--- src/rtl/issue_scheduler.sv ---
// In-order issue queue with a register scoreboard. The queue head is dispatched to
// the INT/LSU/VEC unit it selects once it is hazard-free and that unit is ready.
module issue_scheduler #(
  parameter int unsigned QDEPTH = 2,
  parameter int unsigned CNT_W  = 16
) (
  input  logic             clk_in,
  input  logic             rst_in,
  input  logic             dec_valid_in,
  output logic             dec_ready_out,
  input  logic [2:0]       exec_unit_sel_in,
  input  logic [3:0]       exec_unit_uop_in,
  input  logic [4:0]       rd_in,
  input  logic [4:0]       rs1_in,
  input  logic [4:0]       rs2_in,
  input  logic             rd_we_in,
  input  logic             rs1_use_in,
  input  logic             rs2_use_in,
  input  logic [2:0]       unit_ready_in,
  output logic [2:0]       issue_valid_out,
  output logic [3:0]       issue_uop_out,
  output logic [4:0]       issue_rd_out,
  output logic [4:0]       issue_rs1_out,
  output logic [4:0]       issue_rs2_out,
  input  logic             wb_valid_in,
  input  logic [4:0]       wb_rd_in,
  input  logic             flush_in,
  output logic             exc_out,
  input  logic             exc_ack_in,
  output logic [CNT_W-1:0] stall_cnt_out
);

  localparam int unsigned PTR_W = $clog2(QDEPTH);
  localparam int unsigned OCC_W = $clog2(QDEPTH) + 1;

  typedef struct packed {
    logic [2:0] sel;
    logic [3:0] uop;
    logic [4:0] rd;
    logic [4:0] rs1;
    logic [4:0] rs2;
    logic       rd_we;
    logic       rs1_use;
    logic       rs2_use;
  } entry_t;

  typedef enum logic {RUN, HALT} state_t;

  state_t           state, state_nxt;
  logic             exc_nxt;
  entry_t           q [QDEPTH];
  entry_t           head;
  entry_t           enq_entry;
  logic [PTR_W-1:0] wr_ptr, rd_ptr;
  logic [OCC_W-1:0] occ;
  logic [31:0]      sb, sb_nxt;
  logic             head_valid, sel_ok, hazard, issue, exc_trig, stall, enq, empty_q;

  assign enq_entry = '{sel: exec_unit_sel_in, uop: exec_unit_uop_in, rd: rd_in,
                       rs1: rs1_in, rs2: rs2_in, rd_we: rd_we_in,
                       rs1_use: rs1_use_in, rs2_use: rs2_use_in};

  // Head decode, hazard check against the registered scoreboard, and issue select
  always_comb begin
    head_valid = (occ != '0);
    head       = head_valid ? q[rd_ptr] : '0;
    sel_ok     = (head.sel == 3'b001) || (head.sel == 3'b010) || (head.sel == 3'b100);
    hazard     = (head.rs1_use && sb[head.rs1]) || (head.rs2_use && sb[head.rs2]) ||
                 (head.rd_we && sb[head.rd]);
    issue      = head_valid && (state == RUN) && sel_ok && !hazard &&
                 ((unit_ready_in & head.sel) != 3'b000);
    exc_trig   = head_valid && (state == RUN) && !sel_ok;
    stall      = head_valid && (state == RUN) && sel_ok && !issue;
    enq        = dec_valid_in && dec_ready_out;
    empty_q    = flush_in || exc_trig;
  end

  assign dec_ready_out   = !rst_in && (state == RUN) && (occ < OCC_W'(QDEPTH));
  assign issue_valid_out = issue ? head.sel : 3'b000;
  assign issue_uop_out   = head.uop;
  assign issue_rd_out    = head.rd;
  assign issue_rs1_out   = head.rs1;
  assign issue_rs2_out   = head.rs2;

  // RUN/HALT control; flush overrides exception entry
  always_comb begin
    state_nxt = state;
    exc_nxt   = exc_out;
    if (flush_in) begin
      state_nxt = RUN;
      exc_nxt   = 1'b0;
    end else if (state == RUN && exc_trig) begin
      state_nxt = HALT;
      exc_nxt   = 1'b1;
    end else if (state == HALT && exc_ack_in) begin
      state_nxt = RUN;
      exc_nxt   = 1'b0;
    end
  end

  // Issue-time set wins over a same-cycle writeback clear; x0 is never pending
  always_comb begin
    sb_nxt = sb;
    if (wb_valid_in) sb_nxt[wb_rd_in] = 1'b0;
    if (issue && head.rd_we && head.rd != 5'd0) sb_nxt[head.rd] = 1'b1;
    sb_nxt[0] = 1'b0;
  end

  always_ff @(posedge clk_in or posedge rst_in) begin
    if (rst_in) begin
      state         <= RUN;
      exc_out       <= 1'b0;
      sb            <= '0;
      stall_cnt_out <= '0;
    end else begin
      state   <= state_nxt;
      exc_out <= exc_nxt;
      sb      <= sb_nxt;
      if (stall && stall_cnt_out != {CNT_W{1'b1}}) stall_cnt_out <= stall_cnt_out + CNT_W'(1);
    end
  end

  always_ff @(posedge clk_in or posedge rst_in) begin
    if (rst_in) begin
      wr_ptr <= '0;
      rd_ptr <= '0;
      occ    <= '0;
    end else if (empty_q) begin
      wr_ptr <= '0;
      rd_ptr <= '0;
      occ    <= '0;
    end else begin
      if (enq)   wr_ptr <= wr_ptr + PTR_W'(1);
      if (issue) rd_ptr <= rd_ptr + PTR_W'(1);
      case ({enq, issue})
        2'b10:   occ <= occ + OCC_W'(1);
        2'b01:   occ <= occ - OCC_W'(1);
        default: occ <= occ;
      endcase
    end
  end

  // Entry storage needs no reset; occupancy alone decides validity
  always_ff @(posedge clk_in) begin
    if (enq && !empty_q) q[wr_ptr] <= enq_entry;
  end

endmodule

--- config.mk ---
export PLATFORM = sky130hd
export DESIGN_NAME = issue_scheduler
export DESIGN_NICKNAME = d
export VERILOG_FILES = /design/src/rtl/issue_scheduler.sv
export SDC_FILE = /design/constraint.sdc
export NUM_CORES = 1
export LEC_CHECK = 0
export CAP_MARGIN = 20
export CORE_AREA = 2 2 144 132
export DETAILED_ROUTE_END_ITERATION = 6
export DIE_AREA = 0 0 146 134
export PLACE_DENSITY = 0.52
export SYNTH_ARGS = -nofsm -noshare
export SYNTH_HDL_FRONTEND = slang
export SYNTH_SLANG_ARGS = --single-unit
export TNS_END_PERCENT = 20
--- constraint.sdc ---
create_clock -name clk_in -period 7.96 [get_ports clk_in]
set_input_delay 1.194 -clock clk_in [delete_from_list [all_inputs] [get_ports clk_in]]
set_output_delay 1.194 -clock clk_in [all_outputs]
set_load 0.01 [all_outputs]
Word level (Yosys, flattened, before mapping)
Memories as Yosys holds them, arrays and structs flattened.
Index checks and enable logic that the tools add are counted.
W data, S select, Z words.
{"block": "totals", "regBits": 52, "ram_bits": 50, "input_bits": 39, "mem_count": 1}
{"block": "classes", "n_addsub": 5, "magnitude_cmp": 7, "eq_ne": 6, "mux": 25, "bitwise_logic": 5, "n_reduce_logical": 37}
{"memory": "q", "depth": 2, "word_bits": 25, "rd": 1, "rd_clocked_by_memory_dff": 0, "wr": 1, "line_no": "51", "rtl": "entry_t q [QDEPTH];"}
{"cell": "$mux W32", "n": 2}
{"cell": "$and A32 B32 Y32", "n": 1}
{"cell": "$not A32 Y32", "n": 1}
{"cell": "$or A32 B32 Y32", "n": 1}
{"cell": "$mux W25", "n": 1}
{"cell": "$lt A5 B6 Y1 const B", "n": 4}
{"cell": "$logic_and A1 B1 Y1", "n": 20}
{"cell": "$add A16 B1 Y16 const B", "n": 1}
{"cell": "$ne A16 B16 Y1 const B", "n": 1}
{"cell": "$bmux W1 S5", "n": 3}
{"cell": "$mux W1", "n": 14}
{"cell": "$demux W1 S5", "n": 2}
{"cell": "$ge A5 B1 Y1 const B", "n": 2}
{"cell": "$reduce_bool A3 Y1", "n": 3}
{"cell": "$reduce_bool A2 Y1", "n": 3}
{"cell": "$logic_not A1 Y1", "n": 5}
{"cell": "$logic_or A1 B1 Y1", "n": 5}
{"cell": "$reduce_bool A5 Y1", "n": 1}
{"cell": "$pmux W2 S2", "n": 1}
{"cell": "$and A3 B3 Y3", "n": 1}
{"cell": "$eq A3 B1 Y1 const B", "n": 1}
{"cell": "$eq A3 B2 Y1 const B", "n": 1}
{"cell": "$eq A3 B3 Y1 const B", "n": 1}
{"cell": "$mux W3", "n": 1}
{"cell": "8 further kinds", "n": 9}

Longest topological paths before layout
{"block": "logic_depth", "depth_word": 13, "depth_mapped": 14, "mapped_depth_nobuf": 10}

Worst setup path after synthesis
OpenSTA, ideal clock, no wires.
{"block": "synth_path", "path_type": "input port to flip-flop", "from": "input port rst_in", "to": "memory q[0][0] (netlist name), enable pin", "arrival_ps": 3464, "path_slack_ps": 4058, "cell_stages": 3, "path_cell_list": "nor3_1 > nand2_1 > nor3_1"}
{"block": "synth_between", "elab_chain_cells": 7}
{"element": "start, declared", "line_no": "8", "rtl": "input logic rst_in,"}
{"element": "$logic_not A1 Y1 (no line)"}
{"element": "$logic_and A1 B1 Y1 (2 in series)", "line_no": "78", "rtl": "assign dec_ready_out = !rst_in && (state == RUN) && (occ < OCC_W'(QDEPTH));"}
{"element": "$logic_and A1 B1 Y1", "line_no": "74", "rtl": "enq = dec_valid_in && dec_ready_out;"}
{"element": "$logic_and A1 B1 Y1", "line_no": "145", "rtl": "if (enq && !empty_q) q[wr_ptr] <= enq_entry;"}
{"element": "$mux W1", "line_no": "145"}
{"element": "$mux W1 (implied by the code)", "line_no": "145"}
{"element": "end, declared", "line_no": "51"}
No other way between the ends.

Worst setup path after layout
{"block": "layout_path", "from": "register rd_ptr", "to": "output port issue_valid_out[0]"}
{"block": "layout_between", "elab_chain_cells": 11, "word_cells_on_any_way": 25}
{"element": "start, declared", "line_no": "54", "rtl": "logic [PTR_W-1:0] wr_ptr, rd_ptr;"}
{"element": "start signal, assigned", "line_no": "134", "rtl": "if (issue) rd_ptr <= rd_ptr + PTR_W'(1);"}
{"element": "$mem_v2 Z2 W25 *"}
{"element": "$mux W25 *", "line_no": "66", "rtl": "head = head_valid ? q[rd_ptr] : '0;"}
{"element": "$bmux W1 S5", "line_no": "68", "rtl": "hazard = (head.rs1_use && sb[head.rs1]) || (head.rs2_use && sb[head.rs2]) ||"}
{"element": "$mux W1 (implied by the code)", "line_no": "68"}
{"element": "$logic_and A1 B1 Y1", "line_no": "68"}
{"element": "$logic_or A1 B1 Y1 (2 in series)", "line_no": "68"}
{"element": "$logic_not A1 Y1", "line_no": "70", "rtl": "issue = head_valid && (state == RUN) && sel_ok && !hazard &&"}
{"element": "$logic_and A1 B1 Y1 (2 in series)", "line_no": "70"}
{"element": "$mux W3 *", "line_no": "79", "rtl": "assign issue_valid_out = issue ? head.sel : 3'b000;"}
{"element": "end, declared", "line_no": "20", "rtl": "output logic [2:0] issue_valid_out,"}
Every way passes the cells marked *; elsewhere a longest branch is shown, timed or not. The select of a mux whose other input is x is not followed.

==> key figures <==
Synth
  • Mapped Nets: 530
  • Async S/R FF share, synth: 0.510
  • Main synth FF type: dfrtp_1
  • Synth cell types: 61
  • Syn Inst Count: 490
  • Synth warnings: 0
  • Flops & latches, synth: 102
  • Mapped cell area: 0.00530 sq mm
  • Post-synth EDFFs: 50
  • Register area share after synthesis: 0.529
  • Average size of a mapped cell: 10.8 sq um

Clock tree
  • # hold bufs at CTS: 0
  • Worst skew pair latency: 0.36 ns
  • CTS buffer count: 9
  • Post-cts sizing count: 0
  • CTS max path bufs: 2
  • CTS tree: yes
  • Post-CTS Setup Bufs: 0
  • H-tree depth: 3
  • CTS root buffer: clkbuf_16
  • Clock Pin Slew Worst Setup and Hold Paths: 0.07 ns
  • Clk sinks: 102

Worst setup path
  • CP Class: flop to output pin
  • Crit path DAT: 4.02 ns
  • Reg2Reg Depth: 11
  • Crit Reg-Reg Startpoint: rd_ptr
  • Worst endpoint required time: 6.77 ns
  • Startpoint types: flop
  • CP Capture Type: output pin
  • Reg-to-reg endpoint: sb[18]
  • Reg2reg setup slack: 3.82 ns
  • CP max FO: 29

Routing
  • Drt drc: 0
  • Drt pass-1 iters: 5
  • Final ANT Viol Nets: 0
  • WL/cell: 18.9 microns
  • 1st-iter DRT viols: 319
  • Routed WL: 15300 microns
  • Vias/cell: 5.24
  • Vias: 4262

Timing
  • TNS Setup: 0 ns
  • Tightest Pin Transition: 0.909 ns
  • Worst-case clock skew: 0.0125 ns
  • RSZ-0062 raised after global routing: false
  • Slew HR: 0.391
  • Final hold slack: 0.491 ns
  • Slew Viols, Final: 0
  • Final setup violation count: 0
  • Final period utilization: 0.656
  • Final min period: 5.22 ns
  • Final Hold Fails: 0
  • Max Freq: 192 MHz

Worst hold path
  • Hold depth: 1
  • Worst Hold End: stall_cnt_out[10]
  • Hold path startpoint: stall_cnt_out[10]
  • Worst Hold Class: flop to flop

Finish
  • Share of cells above drive strength 1: 0.0951
  • Most common cell after layout, fill and taps aside: clkdlybuf4s50_1
  • Synth-to-Final Area Change: 25.3%
  • Antenna Cells: 0
  • Nets: 604
  • Post-Layout Inst Area: 0.00664 sq mm
  • Commonest cells after routing, fill and taps aside: clkdlybuf4s50_1, o21ai_0, dfrtp_1
  • Final core area utilization: 0.366

Floorplan
  • Placeable Area: 0.0181 sq mm
  • Top Ports: 79
  • Row count: 47
  • Initial Utilization: 0.292
  • Die height: 134 microns
  • Die ar.: 0.0196 sq mm
  • Die X: 146 microns

Global route
  • Initial antenna violation count: 0
  • Global-route wire length before repair: 24100 microns
  • GRT Util Overall: 0.160
  • Vias in the first global route: 4214
  • Largest net degree at the start of global routing: 44
  • Grt ovf: 0

Flow run
  • Max cap viols: 0

Place
  • Final GP Congestion: 0.946
  • Port Buf Inserts: 78
  • HPWL Detailed: 11400 microns
  • Area after DPL: 0.00634 sq mm

Power
  • Total power: 1.26 mW
  • Pleak: 2.33 nW
  • P per Cell Area: 189 mW/mm^2
  • Worst vdd ir: 0.0996 mV

Run status
  • Status: completed
[kinds of logic (layout without fill, tap and decap cells)]
| kind of cell | count (synthesis) | after routing | share of synthesized area |
|---|---|---|---|
| AND/OR/NAND/NOR | 155 | 155 | 0.150 |
| adder cells (fa/ha/maj) | 1 | 1 | 0.00236 |
| AO/OA/AOI/OAI | 128 | 128 | 0.145 |
| buffers and inverters | 33 | 111 | 0.0307 |
| XOR/XNOR | 20 | 20 | 0.0331 |
| flip-flops | 102 | 102 | 0.529 |
| multiplexers | 51 | 51 | 0.110 |
[metrics by stage]
stage                     setup slack, ns  instances
after CTS                            2.72        813
after global routing                 2.54        813
after detailed placement             3.12        798
after global placement               3.26        797
after floorplan                      4.06        490
final                                2.74        813
[Yosys cell counts (all sizes together), types with 8 or more instances]
master	instances	area share
nand4	10	0.012
and3	8	0.0094
edfxtp	50	0.28
dfrtp	52	0.25
nand3	27	0.026
mux2	14	0.030
a21oi	11	0.010
o21ai	77	0.073
mux2i	35	0.071
nor2	31	0.022
inv	10	0.0071
xnor2	18	0.030
nor3	8	0.0076
buf	16	0.019
nand2	36	0.026
[final cells by class]
| cell class | count | area [sq um] |
|---|---|---|
| Sequential cell | 102 | 2800 |
| Inverter | 12 | 45.0 |
| Clock buffer | 9 | 225 |
| Timing Repair Buffer | 84 | 838 |
| Multi-Input combinational cell | 355 | 2350 |
| Clock inverter | 6 | 67.6 |
| Tap cell | 245 | 307 |
| Fill cell | 1857 | 11500 |
[metal layers]
| metal | track usage | up-vias | wire length [microns] |
|---|---|---|---|
| li1 | - | 1984 | - |
| met1 | 0.225 | 2096 | 7160 |
| met2 | 0.244 | 159 | 6870 |
| met3 | 0.0374 | 23 | 953 |
| met4 | 0.0556 | 0 | 356 |
| met5 | 0 | - | 0 |
[report_power, final]
group / leakage (nW) / total [mW] / switching, mW / internal [mW]
clock: 0.140 / 0.443 / 0.199 / 0.244
combinational: 1.02 / 0.222 / 0.127 / 0.0946
sequential: 1.17 / 0.591 / 0.0166 / 0.574
total: 2.33 / 1.26 / 0.343 / 0.913
[registers in the layout, summed over array words and instances, names as in the netlist]
| register | count |
|---|---|
| q | 50 |
| stall_cnt_out | 16 |
| rd_ptr | 1 |
| state | 1 |
| occ | 2 |
| sb | 31 |
| wr_ptr | 1 |
[critical path: stages, from the launching register on]
cell,delay (ns)
dfrtp_2,0.51
buf_4,0.44
mux2i_1,0.22
nor2_1,0.70
a22oi_1,0.20
o221ai_1,0.25
nand4bb_1,0.15
a311oi_2,0.28
o311ai_4,0.19
nor3_1,0.17
clkdlybuf4s50_1,0.56
[how the worst max path moves through the flow]
stage           start                 end  depth (start not counted)
4_1_cts        rd_ptr  issue_valid_out[2]                         10
6_report       rd_ptr  issue_valid_out[0]                         10
3_5_place_dp   rd_ptr  issue_valid_out[0]                         10
5_1_grt        rd_ptr  issue_valid_out[0]                         10
2_1_floorplan  rst_in             q[0][0]                          3
3_3_place_gp   rd_ptr  issue_valid_out[0]                         10
Power figures use the tool's default switching activity.
